--- src/rtl/uart_pkg.sv ---
// Shared types and constants for the MMIO UART transmitter slot.
// Register indices are slot word addresses; DATA_BITS is the serial payload width.
package uart_pkg;

    typedef enum logic [2:0] {
        IDLE   = 3'd0,
        START  = 3'd1,
        DATA   = 3'd2,
        PARITY = 3'd3,
        STOP   = 3'd4
    } tx_state_t;

    localparam logic [4:0] REG_STATUS = 5'd0;
    localparam logic [4:0] REG_DVSR   = 5'd1;
    localparam logic [4:0] REG_TXDATA = 5'd2;
    localparam logic [4:0] REG_CLR    = 5'd3;
    localparam logic [4:0] REG_CTRL   = 5'd4;

    localparam int DATA_BITS = 8;

    // Parity over the payload; odd selects inversion of the even-parity bit.
    function automatic logic parity_bit(input logic [7:0] data, input logic odd);
        return (^data) ^ odd;
    endfunction

endpackage

--- src/rtl/mmio_uart_tx_core_fifo.sv ---
// Synchronous FIFO whose head word is read straight out of the storage registers.
// A write into a full FIFO is honoured only when a read is popping in the same cycle.
module fifo_sync #(
    parameter int DATA_W = 8,
    parameter int ADDR_W = 4
) (
    input  logic              clk,
    input  logic              reset,
    input  logic              wr_i,
    input  logic [DATA_W-1:0] wr_data_i,
    input  logic              rd_i,
    output logic [DATA_W-1:0] rd_data_o,
    output logic              full_o,
    output logic              empty_o
);

    localparam int              DEPTH    = 2 ** ADDR_W;
    localparam logic [ADDR_W:0] CNT_FULL = (ADDR_W + 1)'(DEPTH);

    logic [DATA_W-1:0] mem_q [DEPTH];
    logic [ADDR_W-1:0] wr_ptr_q, wr_ptr_d;
    logic [ADDR_W-1:0] rd_ptr_q, rd_ptr_d;
    logic [ADDR_W:0]   count_q, count_d;
    logic              wr_en_s;
    logic              rd_en_s;

    assign full_o    = (count_q == CNT_FULL);
    assign empty_o   = (count_q == {(ADDR_W + 1){1'b0}});
    assign rd_data_o = mem_q[rd_ptr_q];

    // Reads of an empty FIFO are ignored; writes to a full one need a concurrent pop.
    assign rd_en_s = rd_i & ~empty_o;
    assign wr_en_s = wr_i & (~full_o | rd_i);

    // Next pointer and occupancy values.
    always_comb begin
        wr_ptr_d = wr_ptr_q;
        rd_ptr_d = rd_ptr_q;
        count_d  = count_q;
        if (wr_en_s) begin
            wr_ptr_d = wr_ptr_q + ADDR_W'(1);
        end else begin
            wr_ptr_d = wr_ptr_q;
        end
        if (rd_en_s) begin
            rd_ptr_d = rd_ptr_q + ADDR_W'(1);
        end else begin
            rd_ptr_d = rd_ptr_q;
        end
        case ({wr_en_s, rd_en_s})
            2'b10:   count_d = count_q + (ADDR_W + 1)'(1);
            2'b01:   count_d = count_q - (ADDR_W + 1)'(1);
            default: count_d = count_q;
        endcase
    end

    // Pointer and occupancy registers.
    always_ff @(posedge clk or posedge reset) begin
        if (reset) begin
            wr_ptr_q <= {ADDR_W{1'b0}};
            rd_ptr_q <= {ADDR_W{1'b0}};
            count_q  <= {(ADDR_W + 1){1'b0}};
        end else begin
            wr_ptr_q <= wr_ptr_d;
            rd_ptr_q <= rd_ptr_d;
            count_q  <= count_d;
        end
    end

    // Storage array; contents are don't-care until pointers mark them valid.
    always_ff @(posedge clk) begin
        if (wr_en_s) begin
            mem_q[wr_ptr_q] <= wr_data_i;
        end
    end

endmodule

--- src/rtl/mmio_uart_tx_core.sv ---
// Buffered UART transmitter on one MMIO slot: register decode, baud timer, TX FSM.
// Optional build macro UART_TX_PARITY_EN adds a PARITY bit slot and CTRL register at index 4.
module mmio_uart_tx_core
    import uart_pkg::*;
#(
    parameter int FIFO_ADDR_W = 4,
    parameter int DVSR_W      = 16,
    parameter int DVSR_RST    = 867
) (
    input  logic        clk,
    input  logic        reset,
    input  logic        cs,
    input  logic        write,
    input  logic        read,
    input  logic [4:0]  addr,
    input  logic [31:0] wr_data,
    output logic [31:0] rd_data,
    output logic        tx
);

    localparam logic [DVSR_W-1:0] CNT_ZERO = {DVSR_W{1'b0}};
    localparam logic [DVSR_W-1:0] CNT_ONE  = DVSR_W'(1);

    logic              wr_en_s;
    logic              push_s;
    logic              push_ok_s;
    logic              clr_s;
    logic              dvsr_wr_s;
    logic              pop_s;
    logic              tick_s;
    logic              busy_s;
    logic              start_frame_s;
    logic              fifo_full_s;
    logic              fifo_empty_s;
    logic [7:0]        fifo_dout_s;
    logic              unused_s;

    logic [DVSR_W-1:0] dvsr_q;
    logic              ovf_q;
    tx_state_t         state_q, state_d;
    logic [DVSR_W-1:0] cnt_q, cnt_d;
    logic [DVSR_W-1:0] dvsr_frame_q, dvsr_frame_d;
    logic [2:0]        bit_idx_q, bit_idx_d;
    logic [7:0]        shift_q, shift_d;
    logic              tx_q, tx_d;
`ifdef UART_TX_PARITY_EN
    logic              ctrl_wr_s;
    logic [1:0]        ctrl_q;
    logic              par_en_frame_q, par_en_frame_d;
    logic              par_bit_q, par_bit_d;
`endif

    // The read strobe has no side effects and wide write data is only partly decoded.
    assign unused_s = ^{read, wr_data};

    assign wr_en_s   = cs & write;
    assign push_s    = wr_en_s & (addr == REG_TXDATA);
    assign clr_s     = wr_en_s & (addr == REG_CLR);
    assign dvsr_wr_s = wr_en_s & (addr == REG_DVSR);
`ifdef UART_TX_PARITY_EN
    assign ctrl_wr_s = wr_en_s & (addr == REG_CTRL);
`endif

    // A push to a full FIFO still lands when the FSM pops in the same cycle.
    assign push_ok_s = push_s & (~fifo_full_s | pop_s);

    assign busy_s = (state_q != IDLE);
    assign tick_s = (cnt_q == dvsr_frame_q);
    assign start_frame_s = ~fifo_empty_s &
                           ((state_q == IDLE) | ((state_q == STOP) & tick_s));
    assign tx = tx_q;

    fifo_sync #(
        .DATA_W (8),
        .ADDR_W (FIFO_ADDR_W)
    ) u_fifo (
        .clk       (clk),
        .reset     (reset),
        .wr_i      (push_ok_s),
        .wr_data_i (wr_data[7:0]),
        .rd_i      (pop_s),
        .rd_data_o (fifo_dout_s),
        .full_o    (fifo_full_s),
        .empty_o   (fifo_empty_s)
    );

    // Firmware-visible configuration and sticky overflow flag.
    always_ff @(posedge clk or posedge reset) begin
        if (reset) begin
            dvsr_q <= DVSR_W'(DVSR_RST);
            ovf_q  <= 1'b0;
`ifdef UART_TX_PARITY_EN
            ctrl_q <= 2'b00;
`endif
        end else begin
            if (dvsr_wr_s) begin
                dvsr_q <= wr_data[DVSR_W-1:0];
            end
            if (clr_s) begin
                ovf_q <= 1'b0;
            end else if (push_s & ~push_ok_s) begin
                ovf_q <= 1'b1;
            end
`ifdef UART_TX_PARITY_EN
            if (ctrl_wr_s) begin
                ctrl_q <= wr_data[1:0];
            end
`endif
        end
    end

    // Next-state logic for the bit timer, frame sequencer and shift register.
    always_comb begin
        state_d      = state_q;
        cnt_d        = cnt_q;
        dvsr_frame_d = dvsr_frame_q;
        bit_idx_d    = bit_idx_q;
        shift_d      = shift_q;
        pop_s        = 1'b0;
`ifdef UART_TX_PARITY_EN
        par_en_frame_d = par_en_frame_q;
        par_bit_d      = par_bit_q;
`endif
        case (state_q)
            IDLE: begin
                cnt_d = CNT_ZERO;
            end
            START: begin
                if (tick_s) begin
                    cnt_d     = CNT_ZERO;
                    bit_idx_d = 3'd0;
                    state_d   = DATA;
                end else begin
                    cnt_d = cnt_q + CNT_ONE;
                end
            end
            DATA: begin
                if (tick_s) begin
                    cnt_d   = CNT_ZERO;
                    shift_d = {1'b0, shift_q[7:1]};
                    if (bit_idx_q == 3'(DATA_BITS - 1)) begin
                        bit_idx_d = 3'd0;
`ifdef UART_TX_PARITY_EN
                        state_d = par_en_frame_q ? PARITY : STOP;
`else
                        state_d = STOP;
`endif
                    end else begin
                        bit_idx_d = bit_idx_q + 3'd1;
                    end
                end else begin
                    cnt_d = cnt_q + CNT_ONE;
                end
            end
            PARITY: begin
                if (tick_s) begin
                    cnt_d   = CNT_ZERO;
                    state_d = STOP;
                end else begin
                    cnt_d = cnt_q + CNT_ONE;
                end
            end
            STOP: begin
                if (tick_s) begin
                    cnt_d   = CNT_ZERO;
                    state_d = IDLE;
                end else begin
                    cnt_d = cnt_q + CNT_ONE;
                end
            end
            default: begin
                cnt_d   = CNT_ZERO;
                state_d = IDLE;
            end
        endcase

        // Frame start overrides the IDLE/STOP exits so back-to-back frames have no gap.
        if (start_frame_s) begin
            pop_s        = 1'b1;
            shift_d      = fifo_dout_s;
            dvsr_frame_d = dvsr_q;
            cnt_d        = CNT_ZERO;
            bit_idx_d    = 3'd0;
            state_d      = START;
`ifdef UART_TX_PARITY_EN
            par_en_frame_d = ctrl_q[1];
            par_bit_d      = parity_bit(fifo_dout_s, ctrl_q[0]);
`endif
        end else begin
            pop_s = 1'b0;
        end
    end

    // Line level is derived from the upcoming state so tx itself is a flop.
    always_comb begin
        tx_d = 1'b1;
        case (state_d)
            START:   tx_d = 1'b0;
            DATA:    tx_d = shift_d[0];
`ifdef UART_TX_PARITY_EN
            PARITY:  tx_d = par_bit_d;
`endif
            default: tx_d = 1'b1;
        endcase
    end

    // Transmitter state registers; reset forces the line idle immediately.
    always_ff @(posedge clk or posedge reset) begin
        if (reset) begin
            state_q      <= IDLE;
            cnt_q        <= CNT_ZERO;
            dvsr_frame_q <= CNT_ZERO;
            bit_idx_q    <= 3'd0;
            shift_q      <= 8'h00;
            tx_q         <= 1'b1;
`ifdef UART_TX_PARITY_EN
            par_en_frame_q <= 1'b0;
            par_bit_q      <= 1'b0;
`endif
        end else begin
            state_q      <= state_d;
            cnt_q        <= cnt_d;
            dvsr_frame_q <= dvsr_frame_d;
            bit_idx_q    <= bit_idx_d;
            shift_q      <= shift_d;
            tx_q         <= tx_d;
`ifdef UART_TX_PARITY_EN
            par_en_frame_q <= par_en_frame_d;
            par_bit_q      <= par_bit_d;
`endif
        end
    end

    // Register read mux, combinational from addr.
    always_comb begin
        rd_data = 32'h0000_0000;
        case (addr)
            REG_STATUS: rd_data = {28'h000_0000, ovf_q, busy_s, fifo_full_s, fifo_empty_s};
            REG_DVSR:   rd_data = {{(32 - DVSR_W){1'b0}}, dvsr_q};
`ifdef UART_TX_PARITY_EN
            REG_CTRL:   rd_data = {30'h0000_0000, ctrl_q};
`endif
            default:    rd_data = 32'h0000_0000;
        endcase
    end

endmodule
--- config.mk ---
export PLATFORM = sky130hd
export DESIGN_NAME = mmio_uart_tx_core
export DESIGN_NICKNAME = d
export VERILOG_FILES = /design/src/rtl/uart_pkg.sv /design/src/rtl/mmio_uart_tx_core_fifo.sv /design/src/rtl/mmio_uart_tx_core.sv
export SDC_FILE = /design/constraint.sdc
export NUM_CORES = 1
export LEC_CHECK = 0
export ABC_AREA = 1
export CAP_MARGIN = 20
export CORE_MARGIN = 2
export CORE_UTILIZATION = 35
export DETAILED_ROUTE_END_ITERATION = 16
export SKIP_LAST_GASP = 1
export SLEW_MARGIN = 5
export SYNTH_ARGS = -nofsm -noshare
export SYNTH_HDL_FRONTEND = slang
export SYNTH_SLANG_ARGS = --single-unit
--- constraint.sdc ---
create_clock -name clk -period 4.45 [get_ports clk]
set_input_delay 0.6675 -clock clk [delete_from_list [all_inputs] [get_ports clk]]
set_output_delay 0.6675 -clock clk [all_outputs]
set_load 0.03 [all_outputs]
==> flow_metrics.tcl, run 1 <==
set metrics [dict create \
    slowest_delay_ps 420 \
    syn_inst 915 \
    slowest_stage "dfrtp_1" \
    num_vias 6429 \
    cts_buffers 22 \
    hold_viol_final 0 \
    postCtsHoldBufs 0 \
    reg2regPathDepth 16 \
    finClkSkew_ps 9.74 \
    critPathMaxFanout 49 \
    grt_antenna_before_repair 0 \
    die-area_um2 27700 \
    gp_congestion 0.828 \
    grt_pass1_vias 6366 \
    min_path_type "primary input to async pin" \
    area.growth.synth_to_final_pct 16.1 \
    drive_gt1_share_pct 8.18 \
    crit_top_cell "nand2_1" \
    grt_max_degree 67 \
    viasPerCell 4.90 \
    power_mw 5.80 \
    diodes 0 \
    yosys_register_bits 205 \
    ant_nets 0 \
    grt-ovfl-total 0 \
    power.density_nw_per_um2 541 \
    yosys_warnings 0 \
    cp-end-kind "flip-flop" \
    cts_sinks 205 \
    drc 0 \
    die_h_um 166 \
    clockRootBuffer "clkbuf_16" \
    status "complete, no violations" \
    critPathBufInv 2 \
    wl_per_cell_um 15.7 \
    ys_seq_area_share_pct 62.6 \
    cts_setup_buffers 0 \
    max_freq_mhz 292 \
    relSlewSlack_pct 33.2 \
    synth_edf_count 128 \
    synthFlopType "edfxtp_1" \
    reg2reg_from "u_fifo.count_q[0]$_DFFE_PP0P_" \
    reg2reg_slack_ps 1020 \
    core-area_um2 26000 \
    critical_path_class "flip-flop to flip-flop" \
    p_leak_nw 4.37 \
    port-buffer-count 41 \
    worstPathRequired_ps 4880 \
    vdd.ir_drop.worst_mv 0.332 \
    std_cell_rows 59 \
    drt_iter0_drc 407 \
    start_util_pct 35.5 \
    fin_setup_tns_ps 0 \
    htree_levels 1 \
    crit_arrival_ps 3860 \
    setup_viol 0 \
    avgSynthCellArea_um2 10.1 \
    crit_chain "nor4_1 -> nand2_1 -> nand2_1 -> inv_2 -> nand2_4 -> nand2_4 -> nand2_4 -> ha_1 -> inv_1 -> fa_1 -> nor2_1 -> a211oi_1 -> nand2_1 -> nand2_1 -> nor2_1 -> xor2_1" \
    grt_pass1_wl_mm 33.8 \
    syn-cell-area_um2 9230 \
    hpwlAfterDp_mm 13.1 \
    start_kind "flip-flop" \
    rsz0062_at_grt "false" \
    cts_tree "done" \
    tightest_slew_ps 1000 \
    clk_pin_slew_ps 60 \
    clk_path_buf_depth 3 \
    period_minus_slack_ps 3430 \
    clk_latency_ps 500 \
    ioPinCount 75 \
    drv_cap 0 \
    cts-resized-gates 0 \
    die_x_um 166 \
    drtPass1Iterations 5 \
    layout.nets 1017 \
    ys_types 36 \
    r2r_end "u_fifo.count_q[4]$_DFFE_PP0P_" \
    final_max_slew_viol_count 0 \
    finalCritPeriodShare_pct 77.1 \
    grt_use_total_pct 15.1 \
    path_delay_family "simple AND/OR/NAND/NOR gates" \
    ys_async_sr_fraction_pct 37.6 \
    routed_wl_mm 20.7 \
]
cell families (layout without fill, tap and decap cells):
group           after synthesis  after routing  share of synthesized area, %
other cells                   1             16                        0.0406
xor+xnor                     17             17                          1.61
fa+ha+maj                    13             13                          1.84
flops                       205            205                          62.6
buf+inv                     142            190                          6.69
simple gates                395            395                          18.3
compound gates              142            142                          8.94
cells in the mapped netlist (8+ instances only):
cell type	number	share of area (%)
nand2_1	148	6.0
nor2_1	138	5.6
edfxtp_1	128	42
inv_1	76	3.1
dfrtp_1	70	19
nand3_1	63	3.4
o21ai_0	58	3.1
clkbuf_1	27	1.1
a21oi_1	24	1.3
o21ai_1	22	1.2
nor3_1	21	1.1
o221ai_1	21	2.0
buf_4	17	1.4
xor2_1	14	1.3
ha_1	12	1.6
inv_2	10	0.41
nand4_1	8	0.54
o211ai_1	8	0.65
worst max path at each step:
| stage | end | cells after the start | start |
|---|---|---|---|
| global placement | rd_data[0] | 7 | addr[3] |
| global route | u_fifo.count_q[4]$_DFFE_PP0P_ | 16 | u_fifo.count_q[0]$_DFFE_PP0P_ |
| finish | u_fifo.count_q[4]$_DFFE_PP0P_ | 16 | u_fifo.count_q[0]$_DFFE_PP0P_ |
| floorplan | u_fifo.count_q[4]$_DFFE_PP0P_ | 14 | addr[3] |
| CTS | u_fifo.count_q[4]$_DFFE_PP0P_ | 16 | u_fifo.count_q[0]$_DFFE_PP0P_ |
| detailed placement | u_fifo.count_q[4]$_DFFE_PP0P_ | 16 | u_fifo.count_q[0]$_DFFE_PP0P_ |
power breakdown:
group | total (mW) | leakage (nW) | switching [mW] | internal, mW
combinational | 1.58 | 1.95 | 1.06 | 0.522
sequential | 2.43 | 2.07 | 0.191 | 2.24
clock | 1.79 | 0.349 | 0.722 | 1.07
total | 5.80 | 4.37 | 1.97 | 3.83
worst reg2reg max path, stage by stage, from the launching register on:
cell,delay (ps)
dfrtp_1,420
nor4_1,420
nand2_1,240
nand2_1,130
inv_2,50
nand2_4,390
nand2_4,180
nand2_4,200
ha_1,280
inv_1,110
fa_1,400
nor2_1,120
a211oi_1,60
nand2_1,70
nand2_1,50
nor2_1,110
xor2_1,140
through the flow:
| step | worst slack, ps | instances | util, % | cell area [µm²] | hold WS [ps] |
|---|---|---|---|---|---|
| final | 1020 | 1313 | 41.3 | 10700 | 474 |
| after global routing | 687 | 1313 | 41.3 | 10700 | 509 |
| after CTS | 999 | 1312 | 41.2 | 10700 | 499 |
| after detailed placement | 1010 | 1272 | 38.4 | 9980 | 481 |
| after global placement | 1070 | 1272 | 38.4 | 9980 | 474 |
| after floorplan | 1500 | 930 | - | 9290 | 463 |
registers in the layout, indices dropped and copies added, names as in the netlist, 4 cells and up:
signal           cells
u_fifo.mem_q       128
u_fifo.count_q       5
dvsr_frame_q        16
dvsr_q              16
shift_q              8
u_fifo.wr_ptr_q      4
u_fifo.rd_ptr_q      4
cnt_q               16
routing by layer:
metal	up-vias	global-route usage [%]	share of wire, %
met5	-	0	0
met2	151	26.1	49
met1	3067	19.7	45
li1	3175	-	-
met3	36	2.19	4.3
met4	0	4.84	2.3
cell type report:
| cell class | instances | area, µm² |
|---|---|---|
| Multi-Input combinational cell | 583 | 2890 |
| Timing Repair Buffer | 62 | 581 |
| Fill cell | 2557 | 15300 |
| Clock inverter | 12 | 119 |
| Inverter | 88 | 332 |
| Tap cell | 335 | 419 |
| Sequential cell | 205 | 5780 |
| Clock buffer | 28 | 597 |
layout by cell type, fill, tap and decap left out, types with 3 or more instances in the layout:
master,count
a21oi_1,24
buf_4,20
clkbuf_1,3
clkbuf_16,22
clkdlybuf4s50_1,41
clkinv_1,8
clkinv_2,3
conb_1,16
dfrtp_1,69
dfstp_2,7
edfxtp_1,128
ha_1,12
inv_1,74
inv_2,10
nand2_1,148
nand2_4,5
nand3_1,63
nand4_1,8
nor2_1,138
nor3_1,21
nor4_1,7
o211ai_1,8
o21ai_0,58
o21ai_1,22
o221ai_1,21
o22ai_1,4
xnor2_1,3
xor2_1,14
(Power assumes the default switching activity.)
==> run 2: changes to the inputs <==
clock period = 2.8 ns   (was 4.45 ns; I/O delays follow)
==> flow_metrics.tcl, run 2 (synthesized netlist as in run 1, its figures left out) <==
set metrics [dict create \
    status "complete, no violations" \
    design_area_um2 11000 \
    die_x_um 166 \
    worstPathRequired_ps 3240 \
    start_kind "flip-flop" \
    fin_setup_tns_ps 0 \
    clk_latency_ps 530 \
    nFillCells 2526 \
    rsz0062_at_grt "true" \
    start_util_pct 35.5 \
    grt_use_total_pct 15.2 \
    cp-end-kind "flip-flop" \
    max_freq_mhz 373 \
    reg2reg_from "u_fifo.count_q[1]$_DFFE_PP0P_" \
    place_area_um2 10200 \
    area.growth.synth_to_final_pct 19.6 \
    power.density_nw_per_um2 858 \
    wl_per_cell_um 15.7 \
    multi_input_area_um2 2900 \
    critPathMaxFanout 6 \
    clk_pin_slew_ps 60 \
    met3_usage_pct 2.09 \
    busiest_layer "met2" \
    period_minus_slack_ps 2680 \
    seq_area_um2 5780 \
    viasPerCell 4.83 \
    tightest_slew_ps 780 \
    ioPinCount 75 \
    vdd.ir_drop.worst_mv 0.593 \
    finClkSkew_ps 15.7 \
    drive_gt1_share_pct 12.5 \
    use_met2_pct 25.7 \
    clockRootBuffer "clkbuf_16" \
    setup_viol 0 \
    cts_buffers 23 \
    reg2reg_slack_ps 120 \
    die_h_um 166 \
    drtPass1Iterations 5 \
    regMostFlops "u_fifo.mem_q" \
    final_common_cell "nand2_1" \
    grt_pass1_wl_mm 33.8 \
    crit_arrival_ps 3120 \
    grt_pass1_vias 6322 \
    crit_start "u_fifo.count_q[1]$_DFFE_PP0P_" \
    critical_path_class "flip-flop to flip-flop" \
    finalCritPeriodShare_pct 95.6 \
    clk_path_buf_depth 3 \
    reg2regPathDepth 16 \
    grt_antenna_before_repair 0 \
    largest_reg_flops 128 \
    routed_wl_mm 21.1 \
    final_max_slew_viol_count 0 \
    diodes 0 \
    hpwlAfterDp_mm 13.5 \
    cts_tree "done" \
    cts_sinks 205 \
    layout.nets 1052 \
    gp_congestion 0.851 \
    relSlewSlack_pct 47.9 \
    num_vias 6520 \
    die-area_um2 27700 \
    drv_cap 0 \
    grt-ovfl-total 0 \
    p_leak_nw 4.77 \
    grtUsageMet1_pct 20.2 \
    r2r_end "u_fifo.count_q[4]$_DFFE_PP0P_" \
    min_path_type "primary input to async pin" \
    std_cell_rows 59 \
    drc 0 \
    drt_iter0_drc 384 \
    core-area_um2 26000 \
    ant_nets 0 \
    port-buffer-count 41 \
    power_mw 9.48 \
    grt_max_degree 78 \
    hold_viol_final 0 \
    most-common-layout-cells "nand2_1 (148), nor2_1 (138), edfxtp_1 (128)" \
    htree_levels 1 \
]
-- run 2: cell types whose count changed in the layout (fill, tap and decap cells not counted), moves of 2 or more --
cell             change
buf_4               +38
clkdlybuf4s50_1     -16
dlymetal6s2s_1      +11
clkinv_2             +3
clkinvlp_4           +2
dfrtp_1              -2
dfrtp_2              +2
-- run 2: report_power, final --
group	internal [mW]	switching [mW]
registers	3.56	0.301
clock network	1.73	1.24
logic	0.939	1.71
total	6.23	3.25
-- run 2: how the worst max path moves through the flow --
stage / end / cells after the start / slack, ps
global route: u_fifo.count_q[4]$_DFFE_PP0P_ / 16 / -130
finish: u_fifo.count_q[4]$_DFFE_PP0P_ / 16 / 120
detailed placement: u_fifo.count_q[4]$_DFFE_PP0P_ / 16 / -130
global placement: u_fifo.count_q[4]$_DFFE_PP0P_ / 16 / -110
floorplan: u_fifo.count_q[4]$_DFFE_PP0P_ / 14 / 90
CTS: rd_data[12] / 8 / 10
-- run 2: cell type report --
class / count / share of cell area [%]
sequential: 205 / 52.4
multi-input combinational: 583 / 26.2
clock buffer: 26 / 5.40
timing repair buffer: 96 / 7.82
inverter: 88 / 3.00
tap: 335 / 3.80
clock inverter: 16 / 1.37
-- run 2: metal layers --
metal  vias to the layer above  part of all wire (%)
li1                       3247                     -
met1                      3111                    45
met2                       124                    49
met3                        38                   3.8
met4                         0                   2.8
met5                         -                     0
-- run 2: repair_timing --
action,in CTS,in global routing
resized for setup,0,15
buffers inserted,0,2
endpoints found under the setup margin,0,13
hold buffers,0,0
-- run 2: critical path, cell delays in order (launching register included) --
cell	delay, ps
dfrtp_1	410
nor4_1	400
nand2_1	170
nand2_1	110
inv_2	50
nand2_4	80
nand2_4	80
nand2_4	60
ha_2	210
inv_1	70
fa_1	380
nor2_1	160
a211oi_2	60
nand2_1	60
nand2_1	40
nor2_1	110
xor2_1	150
-- run 2: per-stage QoR --
step / util [%] / hold WS (ps) / cells / setup WS, ps
floorplan: - / 463 / 930 / 94.4
global placement: 39.4 / 473 / 1305 / -109
detailed placement: 39.4 / 481 / 1305 / -129
CTS: 42.3 / 338 / 1347 / 14.4
global route: 42.5 / 369 / 1349 / -132
finish: 42.5 / 308 / 1349 / 123
